--- src/rtl/sr_ff_bist.sv ---
// Built-in self-test driver for an SR flip-flop: plays an eight-vector S/R
// sequence, checks Q/Qb against a behavioural model, and reports the result.
module sr_ff_bist #(
  parameter int HOLD_CYCLES = 1
) (
  input  logic       clk,
  input  logic       rst_n,
  input  logic       start,
  output logic [1:0] sr_out,
  input  logic       q_in,
  input  logic       qb_in,
  output logic       busy,
  output logic       done,
  output logic       pass,
  output logic [2:0] fail_idx,
  output logic [3:0] err_count
);

  typedef enum logic [1:0] {IDLE, DRIVE, CHECK, DONE} state_t;

  localparam logic [3:0] HOLD_LAST = 4'(HOLD_CYCLES - 1);

  state_t     state, state_n;
  logic [2:0] idx, idx_n;
  logic [3:0] hold_cnt, hold_n;
  logic       exp_q, exp_n;
  logic       exp_valid, valid_n;
  logic       first_fail, ff_n;
  logic [3:0] err_n;
  logic [2:0] fidx_n;
  logic [1:0] cur_vec;
  logic       match;
  logic       drive_n;
  logic [1:0] sr_n;
  logic       busy_n, done_n, pass_n;

  // Stimulus ROM, {S, R}
  function automatic logic [1:0] vec_rom(input logic [2:0] i);
    case (i)
      3'd0:    vec_rom = 2'b10;
      3'd1:    vec_rom = 2'b00;
      3'd2:    vec_rom = 2'b01;
      3'd3:    vec_rom = 2'b00;
      3'd4:    vec_rom = 2'b10;
      3'd5:    vec_rom = 2'b11;
      3'd6:    vec_rom = 2'b01;
      default: vec_rom = 2'b00;
    endcase
  endfunction

  always_ff @(posedge clk or negedge rst_n) begin
    if (!rst_n) begin
      state      <= IDLE;
      idx        <= 3'd0;
      hold_cnt   <= 4'd0;
      exp_q      <= 1'b0;
      exp_valid  <= 1'b0;
      first_fail <= 1'b0;
      err_count  <= 4'd0;
      fail_idx   <= 3'd0;
      sr_out     <= 2'b00;
      busy       <= 1'b0;
      done       <= 1'b0;
      pass       <= 1'b0;
    end else begin
      state      <= state_n;
      idx        <= idx_n;
      hold_cnt   <= hold_n;
      exp_q      <= exp_n;
      exp_valid  <= valid_n;
      first_fail <= ff_n;
      err_count  <= err_n;
      fail_idx   <= fidx_n;
      sr_out     <= sr_n;
      busy       <= busy_n;
      done       <= done_n;
      pass       <= pass_n;
    end
  end

  always_comb begin
    state_n = state;
    idx_n   = idx;
    hold_n  = hold_cnt;
    exp_n   = exp_q;
    valid_n = exp_valid;
    ff_n    = first_fail;
    err_n   = err_count;
    fidx_n  = fail_idx;
    match   = 1'b0;
    cur_vec = vec_rom(idx);

    case (state)
      IDLE, DONE: begin
        if (start) begin
          state_n = DRIVE;
          idx_n   = 3'd0;
          hold_n  = 4'd0;
          valid_n = 1'b0;
          ff_n    = 1'b0;
          err_n   = 4'd0;
          fidx_n  = 3'd0;
        end
      end
      DRIVE: begin
        if (hold_cnt == HOLD_LAST) begin
          hold_n  = 4'd0;
          state_n = CHECK;
        end else begin
          hold_n = hold_cnt + 4'd1;
        end
      end
      CHECK: begin
        case (cur_vec)
          2'b10: begin exp_n = 1'b1; valid_n = 1'b1; end
          2'b01: begin exp_n = 1'b0; valid_n = 1'b1; end
          2'b11: valid_n = 1'b0;
          default: ;
        endcase
        // An unknown Q/Qb leaves match low, so it is scored as a failure
        if (valid_n) begin
          if ((q_in == exp_n) && (qb_in == ~exp_n)) match = 1'b1;
          if (!match) begin
            err_n = err_count + 4'd1;
            if (!first_fail) begin
              fidx_n = idx;
              ff_n   = 1'b1;
            end
          end
        end
        if (idx == 3'd7) begin
          state_n = DONE;
        end else begin
          idx_n   = idx + 3'd1;
          state_n = DRIVE;
        end
      end
      default: state_n = IDLE;
    endcase

    // Outputs are registered from the next-state view so they align with state
    drive_n = (state_n == DRIVE) || (state_n == CHECK);
    sr_n    = drive_n ? vec_rom(idx_n) : 2'b00;
    busy_n  = drive_n;
    done_n  = (state_n == DONE);
    pass_n  = done_n && (err_n == 4'd0);
  end

endmodule

--- config.mk ---
export PLATFORM = sky130hd
export DESIGN_NAME = sr_ff_bist
export DESIGN_NICKNAME = d
export VERILOG_FILES = /design/src/rtl/sr_ff_bist.sv
export SDC_FILE = /design/constraint.sdc
export NUM_CORES = 1
export LEC_CHECK = 0
export ABC_AREA = 1
export CORE_ASPECT_RATIO = 0.9
export CORE_MARGIN = 5
export CORE_UTILIZATION = 49
export CTS_CLUSTER_DIAMETER = 80
export CTS_CLUSTER_SIZE = 14
export DETAILED_ROUTE_END_ITERATION = 10
export GPL_ROUTABILITY_DRIVEN = 0
export PLACE_DENSITY = 0.85
export SLEW_MARGIN = 20
export SYNTH_ARGS = -nofsm -noshare
export SYNTH_HDL_FRONTEND = slang
export SYNTH_SLANG_ARGS = --single-unit
export TNS_END_PERCENT = 100
--- constraint.sdc ---
create_clock -name clk -period 1.65 [get_ports clk]
set_input_delay 0.33 -clock clk [delete_from_list [all_inputs] [get_ports clk]]
set_output_delay 0.33 -clock clk [all_outputs]
set_load 0.05 [all_outputs]
==> flow_summary_export.csv, run 1 <==
group,metric,value,unit
timing,final-setup-viol-count,13,
clocking,hold_buffers,0,
synthesis,synth_top_family_by_area,"simple AND/OR/NAND/NOR gates",
synthesis,synthSimpleGateAreaFrac,28.0,%
clocking,clk_latency,0.33,ns
synthesis,syn-instance-count,170,
critical_path,cp.arrival,2.14,ns
finish,nets,248,
power_and_ir_drop,netSwitchingFraction,48.9,%
synthesis,yosysSeqAreaShare,41.5,%
power_and_ir_drop,pwr-share-clk,7.2,%
critical_path,crit_chain,"inv_2 -> ha_4 -> inv_6 -> nor2_4 -> a21oi_2 -> nor2_1 -> a31oi_2 -> ha_4 -> nand3_2 -> nor2_2 -> nand2_2 -> nor2_2",
outcome,run_status,"finished with violations",
die,start_util,51.9,%
run,maxCapViolations,0,
power_and_ir_drop,vdd_drop_max,1.05,mV
synthesis,yosys_register_bits,24,
finish,multi_input_area,960,um2
synthesis,ys.flop_type,"dfrtp_1",
grt,grt_pass1_vias,1337,
synthesis,syn_nets,187,
timing,drv_slew,0,
route,detail-route-antenna-nets,0,
die,pin_count,17,
finish,num_antenna_cells,0,
power_and_ir_drop,power_frac_seq,19.3,%
critical_path,path_max_fanout,4,
grt,use_met3,3.83,%
placement,hpwl,2.57,mm
timing,finalCriticalPeriod,1.86,ns
placement,dp_slack,-0.241,ns
power_and_ir_drop,comb_power_share,73.5,%
die,die-height,61.6,um
clocking,cts_tree,"done",
worst_hold_path,hold_path.class,"primary input to async pin",
finish,fillerInstances,159,
route,firstDrtPassIters,5,
die,fp.coreArea,0.00279,mm2
power_and_ir_drop,total_power,4.56,mW
synthesis,yosysWarnings,0,
clocking,clockBufferDepth,2,
critical_path,cp-start-kind,"flip-flop",
timing,finalWorstSetupSlack,-0.208,ns
clocking,cts.clk_slew.worst_paths,0.14,ns
clocking,htreeDepth,1,
timing,fmax,538,MHz
grt,antenna_found_initial,0,
route,vias,1506,
critical_path,cpPeakStageDelay,0.43,ns
route,post-route-drc-count,0,
synthesis,synth.cell_area,0.00145,mm2
synthesis,synth_top_area_cell,"dfrtp_1",
grt,grt_max_degree,25,
critical_path,timing_worst_setup_path_type,"flip-flop to flip-flop",
timing,rsz0062_at_grt,"yes",
power_and_ir_drop,pwr_density_cell,2040,mW/mm2
clocking,cts_buffers,3,
timing,worst_pin_slew,0.314,ns
critical_path,cp_slowest_cell,"dfrtp_1",
synthesis,synth_fa_ha_area_share,10.4,%
placement,io_buffers,16,
synthesis,synth-compound-area-share,10.9,%
grt,grtUsageMet2,35.7,%
finish,drive_gt1_share,53.0,%
synthesis,avgSynthCellArea,8.52,um2
critical_path,required,1.93,ns
clocking,cts_root_buffer,"clkbuf_4",
grt,grt_most_used_layer,"met2",
power_and_ir_drop,power.internal,2.33,mW
grt,overflow,0,
finish,regArea,603,um2
synthesis,synthXorXnorAreaFrac,1.81,%
synthesis,synthArstFlopShare,100,%
grt,grt_util_all_layers,19.9,%
outcome,violations,"setup timing",
route,wirelength,4.94,mm
synthesis,yosys-top-cells-count,"nand2_1 (37), dfrtp_1 (24), inv_1 (22), ha_1 (12), nand3_1 (10)",
power_and_ir_drop,p_switching,2.23,mW
critical_path,cp-end-kind,"flip-flop",
timing,hold_viol,0,
timing,slew_headroom,79.0,%
route,routedWlPerCell,18.3,um
route,detail_route.vias_per_cell,5.58,
finish,syn_to_final_growth,54.5,%
die,rows,18,
die,die_area,0.00415,mm2
clocking,cts.sinks,24,
timing,fin_crit_sh,113,%
timing,finalClockSkew,0.00705,ns
synthesis,synth.most_common_cell,"nand2_1",
grt,grt_use_met1,23.9,%
die,fp.dieW,67.3,um
route,drtIter0Drc,139,
synthesis,netlist-cell-type-count,28,
synthesis,synth_top_area_share,41.5,%
power_and_ir_drop,p_leak,1.07,nW
synthesis,synth_mux_area_share,0,%
grt,grt_pass1_wl,6.20,mm
synthesis,synth_edf_count,0,
synthesis,netlist_top_cells_area,"dfrtp_1 (41%), ha_1 (10%), nand2_1 (9.6%)",
==> cells by family after synthesis <==
family                     Yosys count
AOI/OAI and AO/OA                   26
adders and majority gates           12
buffers and inverters               29
DFF                                 24
and+or+nand+nor                     76
xor gates and xnor gates             3
==> worst paths after layout <==
path,startpoint,depth (start not counted),endpoint,slack [ns]
max reg2reg,state[0]$_DFF_PN0_,12,pass$_DFF_PN0_,-0.21
max,state[0]$_DFF_PN0_,12,pass$_DFF_PN0_,-0.21
min in group clk,exp_q$_DFFE_PN0P_,2,exp_q$_DFFE_PN0P_,0.56
min,rst_n,2,exp_valid$_DFFE_PN0P_,0.34
min reg2reg,exp_q$_DFFE_PN0P_,2,exp_q$_DFFE_PN0P_,0.56
max in group asynchronous,rst_n,2,idx[1]$_DFF_PN0_,1.05
==> final cells by class <==
type,count,area share (%)
Multi-Input combinational cell,117,42.9
Sequential cell,24,26.9
Timing Repair Buffer,57,21.2
Inverter,28,5.14
Tap cell,40,2.24
Clock buffer,4,1.62
==> registers in the layout, indices dropped and copies added, names as in the netlist <==
signal,cells
done,1
idx,3
exp_q,1
busy,1
state,2
fail_idx,3
exp_valid,1
hold_cnt,4
err_count,4
first_fail,1
sr_out,2
pass,1
==> critical path, delay by kind of cell, from the launching register on <==
family	cells	cell delay [ns]
compound gates	2	0.41
simple gates	6	0.41
fa+ha+maj	2	0.40
buf+inv	2	0.15
flops	1	0.43
==> metal layers <==
metal	part of all wire [%]	vias up
met5	0	-
met4	5.7	0
met3	6.5	31
met2	47	96
met1	41	712
li1	-	667
==> power by group through the flow <==
stage	clock (mW)	combinational (mW)	sequential, mW
after global placement	0	2.23	0.874
after CTS	0.323	2.47	0.871
after floorplan	0	1.14	1.17
after global routing	0.354	3.54	0.896
after detailed placement	0	2.32	0.876
final	0.327	3.35	0.880
==> through the flow <==
step | util (%) | TNS (ns) | std cells | hold slack, ns | instance area [um2]
finish | 80.2 | -1.20 | 270 | 0.342 | 2240
floorplan | - | 0 | 170 | 0.0344 | 1480
global placement | 67.1 | -0.634 | 251 | 0.474 | 1870
detailed placement | 67.1 | -1.25 | 251 | 0.491 | 1870
CTS | 69.9 | -0.444 | 257 | 0.367 | 1950
global route | 80.2 | -2.04 | 270 | 0.371 | 2240
==> timing repair <==
action / 4_1_cts / 5_1_grt
buffers inserted: 23 / 14
gates resized for setup: 8 / 46
hold endpoints to repair: 0 / 0
setup endpoints to repair: 9 / 13
pin swaps: 5 / 16
==> cell usage in the layout, fill, tap and decap left out, drive strengths merged <==
cell	n
nand3	16
o22ai	1
a21oi	5
inv	28
nand2	45
nor2	13
xor2	1
a31oi	2
ha	12
nand4	2
xnor2	2
a31o	1
buf	53
clkdlybuf4s50	4
a211oi	1
clkbuf	4
o21bai	1
o21ai	14
dfrtp	24
o32ai	1
Note: power is estimated with default switching activity, not from simulation.
==> inputs of run 2 (changes only) <==
--- a/config.mk
+++ b/config.mk
@@ -7,7 +7,6 @@
 export LEC_CHECK = 0
 export ABC_AREA = 1
 export CORE_ASPECT_RATIO = 0.9
-export CORE_MARGIN = 5
 export CORE_UTILIZATION = 49
 export CTS_CLUSTER_DIAMETER = 80
 export CTS_CLUSTER_SIZE = 14
==> run 2 against run 1 <==
Against the previous run:
- the flow still finishes with violations (setup timing)
- combinational power down 8.7%
- global-route usage grew 4.3 points
- first-iteration DRC count shrank 60%
- clock power decreased by 4%
- critical path type unchanged
- largest power group unchanged
- highest routed layer unchanged
==> flow_summary_export.csv, run 2 (synthesized netlist as in run 1, its figures left out) <==
group,metric,value,unit
timing,finalClockSkew,0.0125,ns
critical_path,reg2reg_from,"state[0]$_DFF_PN0_",
finish,final_cell_area,0.00216,mm2
outcome,run_status,"finished with violations",
run,maxCapViolations,0,
route,post-route-drc-count,0,
route,detail-route-antenna-nets,0,
power_and_ir_drop,vdd_drop_max,1.31,mV
critical_path,path_max_fanout,3,
critical_path,timing_worst_setup_path_type,"flip-flop to flip-flop",
die,die-height,53.6,um
critical_path,required,1.91,ns
finish,nets,246,
critical_path,r2r_cells,12,
critical_path,cp_slowest_cell,"dfrtp_1",
grt,grt_pass1_vias,1313,
placement,dp.cells,255,
finish,largestRegisters,"err_count: 4 flops, hold_cnt: 4 flops",
finish,num_antenna_cells,0,
grt,grt_util_all_layers,24.2,%
critical_path,crit_chain,"inv_2 -> ha_4 -> inv_4 -> nor2_4 -> a21oi_2 -> nor2_2 -> a31oi_2 -> ha_2 -> nand3_2 -> nor2_1 -> nand2_1 -> nor2_2",
route,routedWlPerCell,15.7,um
timing,final-setup-viol-count,10,
critical_path,cpMostUsedCell,"nor2_2",
power_and_ir_drop,pwr_density_cell,1960,mW/mm2
timing,slew_headroom,79.0,%
placement,hpwl,2.56,mm
clocking,cts_root_buffer,"clkbuf_4",
placement,dp_slack,-0.283,ns
die,fp.coreArea,0.00277,mm2
power_and_ir_drop,p_leak,1.04,nW
grt,grt_max_degree,25,
die,pin_count,17,
worst_hold_path,hold_path.class,"primary input to async pin",
placement,io_buffers,16,
route,vias,1404,
timing,finalWorstSetupSlack,-0.165,ns
critical_path,cp.arrival,2.07,ns
placement,placed_area,0.00190,mm2
timing,rsz0062_at_grt,"yes",
finish,layout_common_cells,"buf_4 (47), nand2_1 (29), dfrtp_1 (22)",
critical_path,r2r_slack,-0.16,ns
finish,fin_cells,268,
timing,fin_crit_sh,110,%
finish,drive_gt1_share,49.6,%
clocking,cts.sinks,24,
die,rows,18,
die,die_area,0.00318,mm2
critical_path,reg2reg_to,"pass$_DFF_PN0_",
critical_path,cp-end-kind,"flip-flop",
timing,fmax,551,MHz
timing,hold_viol,0,
outcome,violations,"setup timing",
route,detail_route.vias_per_cell,5.24,
clocking,clockBufferDepth,2,
clocking,cts.clk_slew.worst_paths,0.14,ns
finish,syn_to_final_growth,49.4,%
die,start_util,52.3,%
critical_path,cp-start-kind,"flip-flop",
die,fp.dieW,59.3,um
clocking,htreeDepth,1,
grt,antenna_found_initial,0,
route,wirelength,4.20,mm
route,firstDrtPassIters,4,
critical_path,cpPeakStageDelay,0.43,ns
grt,overflow,0,
route,drtIter0Drc,55,
grt,grt_pass1_wl,5.68,mm
timing,finalCriticalPeriod,1.81,ns
clocking,clk_latency,0.32,ns
clocking,cts_tree,"done",
finish,layout_commonest_cell,"buf_4",
timing,drv_slew,0,
timing,worst_pin_slew,0.314,ns
clocking,cts_buffers,3,
==> run 2: through the flow <==
stage	utilization [%]	power, mW	setup TNS, ns	hold slack, ns
3_3_place_gp	68.7	3.15	-0.570	0.477
6_report	78.1	4.25	-1.11	0.348
3_5_place_dp	68.7	3.25	-1.51	0.486
2_1_floorplan	-	2.31	0	0.0344
4_1_cts	71.5	3.70	-0.318	0.367
5_1_grt	78.1	4.49	-1.84	0.374
==> run 2: power by group <==
| part | switching [mW] | internal [mW] | total, mW |
|---|---|---|---|
| registers | 0.112 | 0.759 | 0.871 |
| clock network | 0.180 | 0.135 | 0.315 |
| logic | 1.74 | 1.32 | 3.06 |
==> run 2: area by class of cell <==
| type | count | area (um2) |
|---|---|---|
| Tap cell | 40 | 50.0 |
| Multi-Input combinational cell | 117 | 910 |
| Clock buffer | 4 | 36.3 |
| Timing Repair Buffer | 55 | 455 |
| Inverter | 28 | 110 |
| Sequential cell | 24 | 603 |
| Fill cell | 181 | 606 |
==> run 2: routing by layer <==
| metal | GRT usage [%] | share of wire [%] |
|---|---|---|
| met1 | 29.0 | 40 |
| met2 | 42.1 | 54 |
| met3 | 4.09 | 2.3 |
| met4 | 11.9 | 4.1 |
| met5 | 0 | 0 |
==> run 2: critical path: cells and delay by family, from the launching register on <==
kind	cells	cell delay, ns
fa+ha+maj	2	0.43
buf+inv	2	0.16
compound gates	2	0.35
simple gates	6	0.40
flops	1	0.43
==> run 2: timing repair <==
| item | in CTS | in global routing |
|---|---|---|
| endpoints found under the setup margin | 10 | 13 |
| hold buffers | 0 | 0 |
| endpoints found under the hold margin | 0 | 0 |
| gates resized for setup | 6 | 32 |
| buffers inserted | 3 | 7 |
| pin swaps | 4 | 13 |
| gates cloned | 0 | 0 |
==> run 2: how the worst max path moves through the flow <==
| stage | startpoint | end | slack (ns) | cells past startpoint |
|---|---|---|---|---|
| after global routing | hold_cnt[0]$_DFFE_PN0P_ | pass$_DFF_PN0_ | -0.32 | 11 |
| after CTS | state[0]$_DFF_PN0_ | pass$_DFF_PN0_ | -0.11 | 12 |
| after floorplan | idx[0]$_DFF_PN0_ | pass$_DFF_PN0_ | 0.0004 | 13 |
| after detailed placement | start | pass$_DFF_PN0_ | -0.28 | 10 |
| final | state[0]$_DFF_PN0_ | pass$_DFF_PN0_ | -0.16 | 12 |
| after global placement | start | pass$_DFF_PN0_ | -0.15 | 10 |
==> inputs of run 3 (changes only) <==
--- a/config.mk
+++ b/config.mk
@@ -7,12 +7,13 @@
 export LEC_CHECK = 0
 export ABC_AREA = 1
 export CORE_ASPECT_RATIO = 0.9
-export CORE_UTILIZATION = 49
+export CORE_UTILIZATION = 51
+export CTS_BUF_LIST = sky130_fd_sc_hd__clkbuf_4
 export CTS_CLUSTER_DIAMETER = 80
 export CTS_CLUSTER_SIZE = 14
 export DETAILED_ROUTE_END_ITERATION = 10
 export GPL_ROUTABILITY_DRIVEN = 0
-export PLACE_DENSITY = 0.85
+export PLACE_DENSITY = 0.88
 export SLEW_MARGIN = 20
 export SYNTH_ARGS = -nofsm -noshare
 export SYNTH_HDL_FRONTEND = slang
==> run 3 against run 2 <==
Against the previous run:
- the run still ends with setup timing left
- total power increased by 2.4%
- largest cell class unchanged
- worst setup slack got worse by 0.12 ns
- hold slack got worse by 0.011 ns
- via count increased by 6.8%
- register-to-register slack got worse by 0.12 ns
- critical endpoint unchanged
- global-route usage increased by 2.9 points
- sequential share of layout area decreased by 0.30 points
- wire length increased by 12%
==> flow_summary_export.csv, run 3 (synthesized netlist as in run 1, its figures left out) <==
group,metric,value,unit
timing,finalWorstSetupSlack,-0.283,ns
timing,fin_crit_sh,117,%
timing,tns,-1.05,ns
clocking,cts_tree,"done",
die,rows,17,
clocking,cts.clk_slew.worst_paths,0.13,ns
power_and_ir_drop,pwr_density_cell,1990,mW/mm2
critical_path,path_buf_inv,1,
finish,final_cell_area,0.00219,mm2
clocking,htreeDepth,1,
placement,dp_slack,-0.330,ns
clocking,cts_root_buffer,"clkbuf_4",
finish,syn_to_final_growth,51.0,%
die,fp.coreArea,0.00257,mm2
route,vias,1499,
power_and_ir_drop,p_leak,1.03,nW
grt,overflow,0,
grt,grt_max_degree,25,
finish,layout_commonest_cell,"buf_4",
die,die_area,0.00306,mm2
placement,hpwl,2.65,mm
finish,layout_common_cells,"buf_4 (44), nand2_1 (30), dfrtp_1 (22)",
critical_path,cp_slowest_cell,"dfrtp_2",
die,die-height,52.6,um
placement,io_buffers,16,
grt,antenna_found_initial,0,
route,firstDrtPassIters,4,
run,maxCapViolations,0,
grt,grt_util_all_layers,27.0,%
grt,grt_pass1_vias,1342,
timing,hold_viol,0,
critical_path,cp-start-kind,"flip-flop",
critical_path,timing_worst_setup_path_type,"flip-flop to flip-flop",
outcome,violations,"setup timing",
timing,drv_slew,0,
placement,placed_area,0.00189,mm2
critical_path,required,1.92,ns
outcome,run_status,"finished with violations",
route,detail_route.vias_per_cell,5.68,
timing,fmax,517,MHz
clocking,clk_latency,0.33,ns
die,fp.dieW,58.2,um
route,post-route-drc-count,0,
clocking,cts_buffers,3,
timing,rsz0062_at_grt,"yes",
critical_path,cpPeakStageDelay,0.51,ns
critical_path,r2r_cells,13,
finish,drive_gt1_share,50.4,%
route,drtIter0Drc,91,
die,start_util,56.3,%
critical_path,crit_cells,13,
critical_path,cpMostUsedCell,"nand2_2",
grt,grt_pass1_wl,6.09,mm
critical_path,cp-end-kind,"flip-flop",
worst_hold_path,hold_path.class,"primary input to async pin",
placement,dp.cells,252,
timing,finalClockSkew,0.00176,ns
timing,worst_pin_slew,0.333,ns
die,pin_count,17,
power_and_ir_drop,vdd_drop_max,1.54,mV
critical_path,path_delay_family,"simple AND/OR/NAND/NOR gates",
route,routedWlPerCell,17.9,um
timing,final-setup-viol-count,9,
clocking,hold_buffers,0,
finish,fin_cells,264,
timing,finalCriticalPeriod,1.93,ns
finish,num_antenna_cells,0,
route,detail-route-antenna-nets,0,
critical_path,path_max_fanout,6,
route,wirelength,4.72,mm
critical_path,crit_chain,"inv_4 -> ha_4 -> nor2_4 -> nand2_2 -> nand2_2 -> nand2_4 -> nor2_4 -> nand2_1 -> nand3_2 -> nand2_2 -> nor2_1 -> nand2_1 -> nor2_2",
clocking,clockBufferDepth,2,
timing,slew_headroom,77.8,%
finish,nets,245,
clocking,cts.sinks,24,
critical_path,cp.arrival,2.20,ns
finish,largestRegisters,"err_count: 4 flops, hold_cnt: 4 flops",
## run 3: cell count changes in the layout (fill, tap and decap cells not counted), sizes merged
cell / change
buf: -1
clkbuf: -1
## run 3: path summary, 6_finish.rpt
check	start	to	slack, ns
max in group asynchronous	rst_n	idx[1]$_DFF_PN0_	1.04
min	rst_n	sr_out[1]$_DFF_PN0_	0.34
min reg2reg	fail_idx[2]$_DFFE_PN0P_	fail_idx[2]$_DFFE_PN0P_	0.53
max reg2reg	idx[1]$_DFF_PN0_	pass$_DFF_PN0_	-0.28
max	idx[1]$_DFF_PN0_	pass$_DFF_PN0_	-0.28
min in group clk	fail_idx[2]$_DFFE_PN0P_	fail_idx[2]$_DFFE_PN0P_	0.53
## run 3: layout make-up
class	count	area (um2)
fill	127	385
tap	38	47.5
clock buffer	3	22.5
timing repair buffer	54	455
inverter	28	113
multi-input combinational	117	947
sequential	24	603
## run 3: routing by layer
metal  GRT usage, %  vias up  wire [um]
met5              0        -          0
met4           10.3        0        295
met3           3.95       36        367
met2           47.5       99       2380
met1           33.6      702       1680
li1               -      662          -
## run 3: where the power goes
part / leakage [nW] / total [mW] / switching [mW] / internal (mW)
clock network: 0.0138 / 0.279 / 0.193 / 0.0861
registers: 0.320 / 0.887 / 0.128 / 0.760
logic: 0.692 / 3.18 / 1.84 / 1.34
total: 1.03 / 4.35 / 2.16 / 2.19
## run 3: through the flow
step / hold WS [ns] / utilization [%] / total power [mW]
finish: 0.337 / 85.0 / 4.35
floorplan: 0.0344 / - / 2.31
CTS: 0.379 / 77.0 / 3.77
detailed placement: 0.503 / 73.6 / 3.30
global placement: 0.475 / 73.6 / 3.16
global route: 0.381 / 85.0 / 4.56
## run 3: what timing repair did
item,CTS,global route
pin swaps,3,12
setup buffers,1,9
endpoints found under the setup margin,11,13
gates resized for setup,16,31
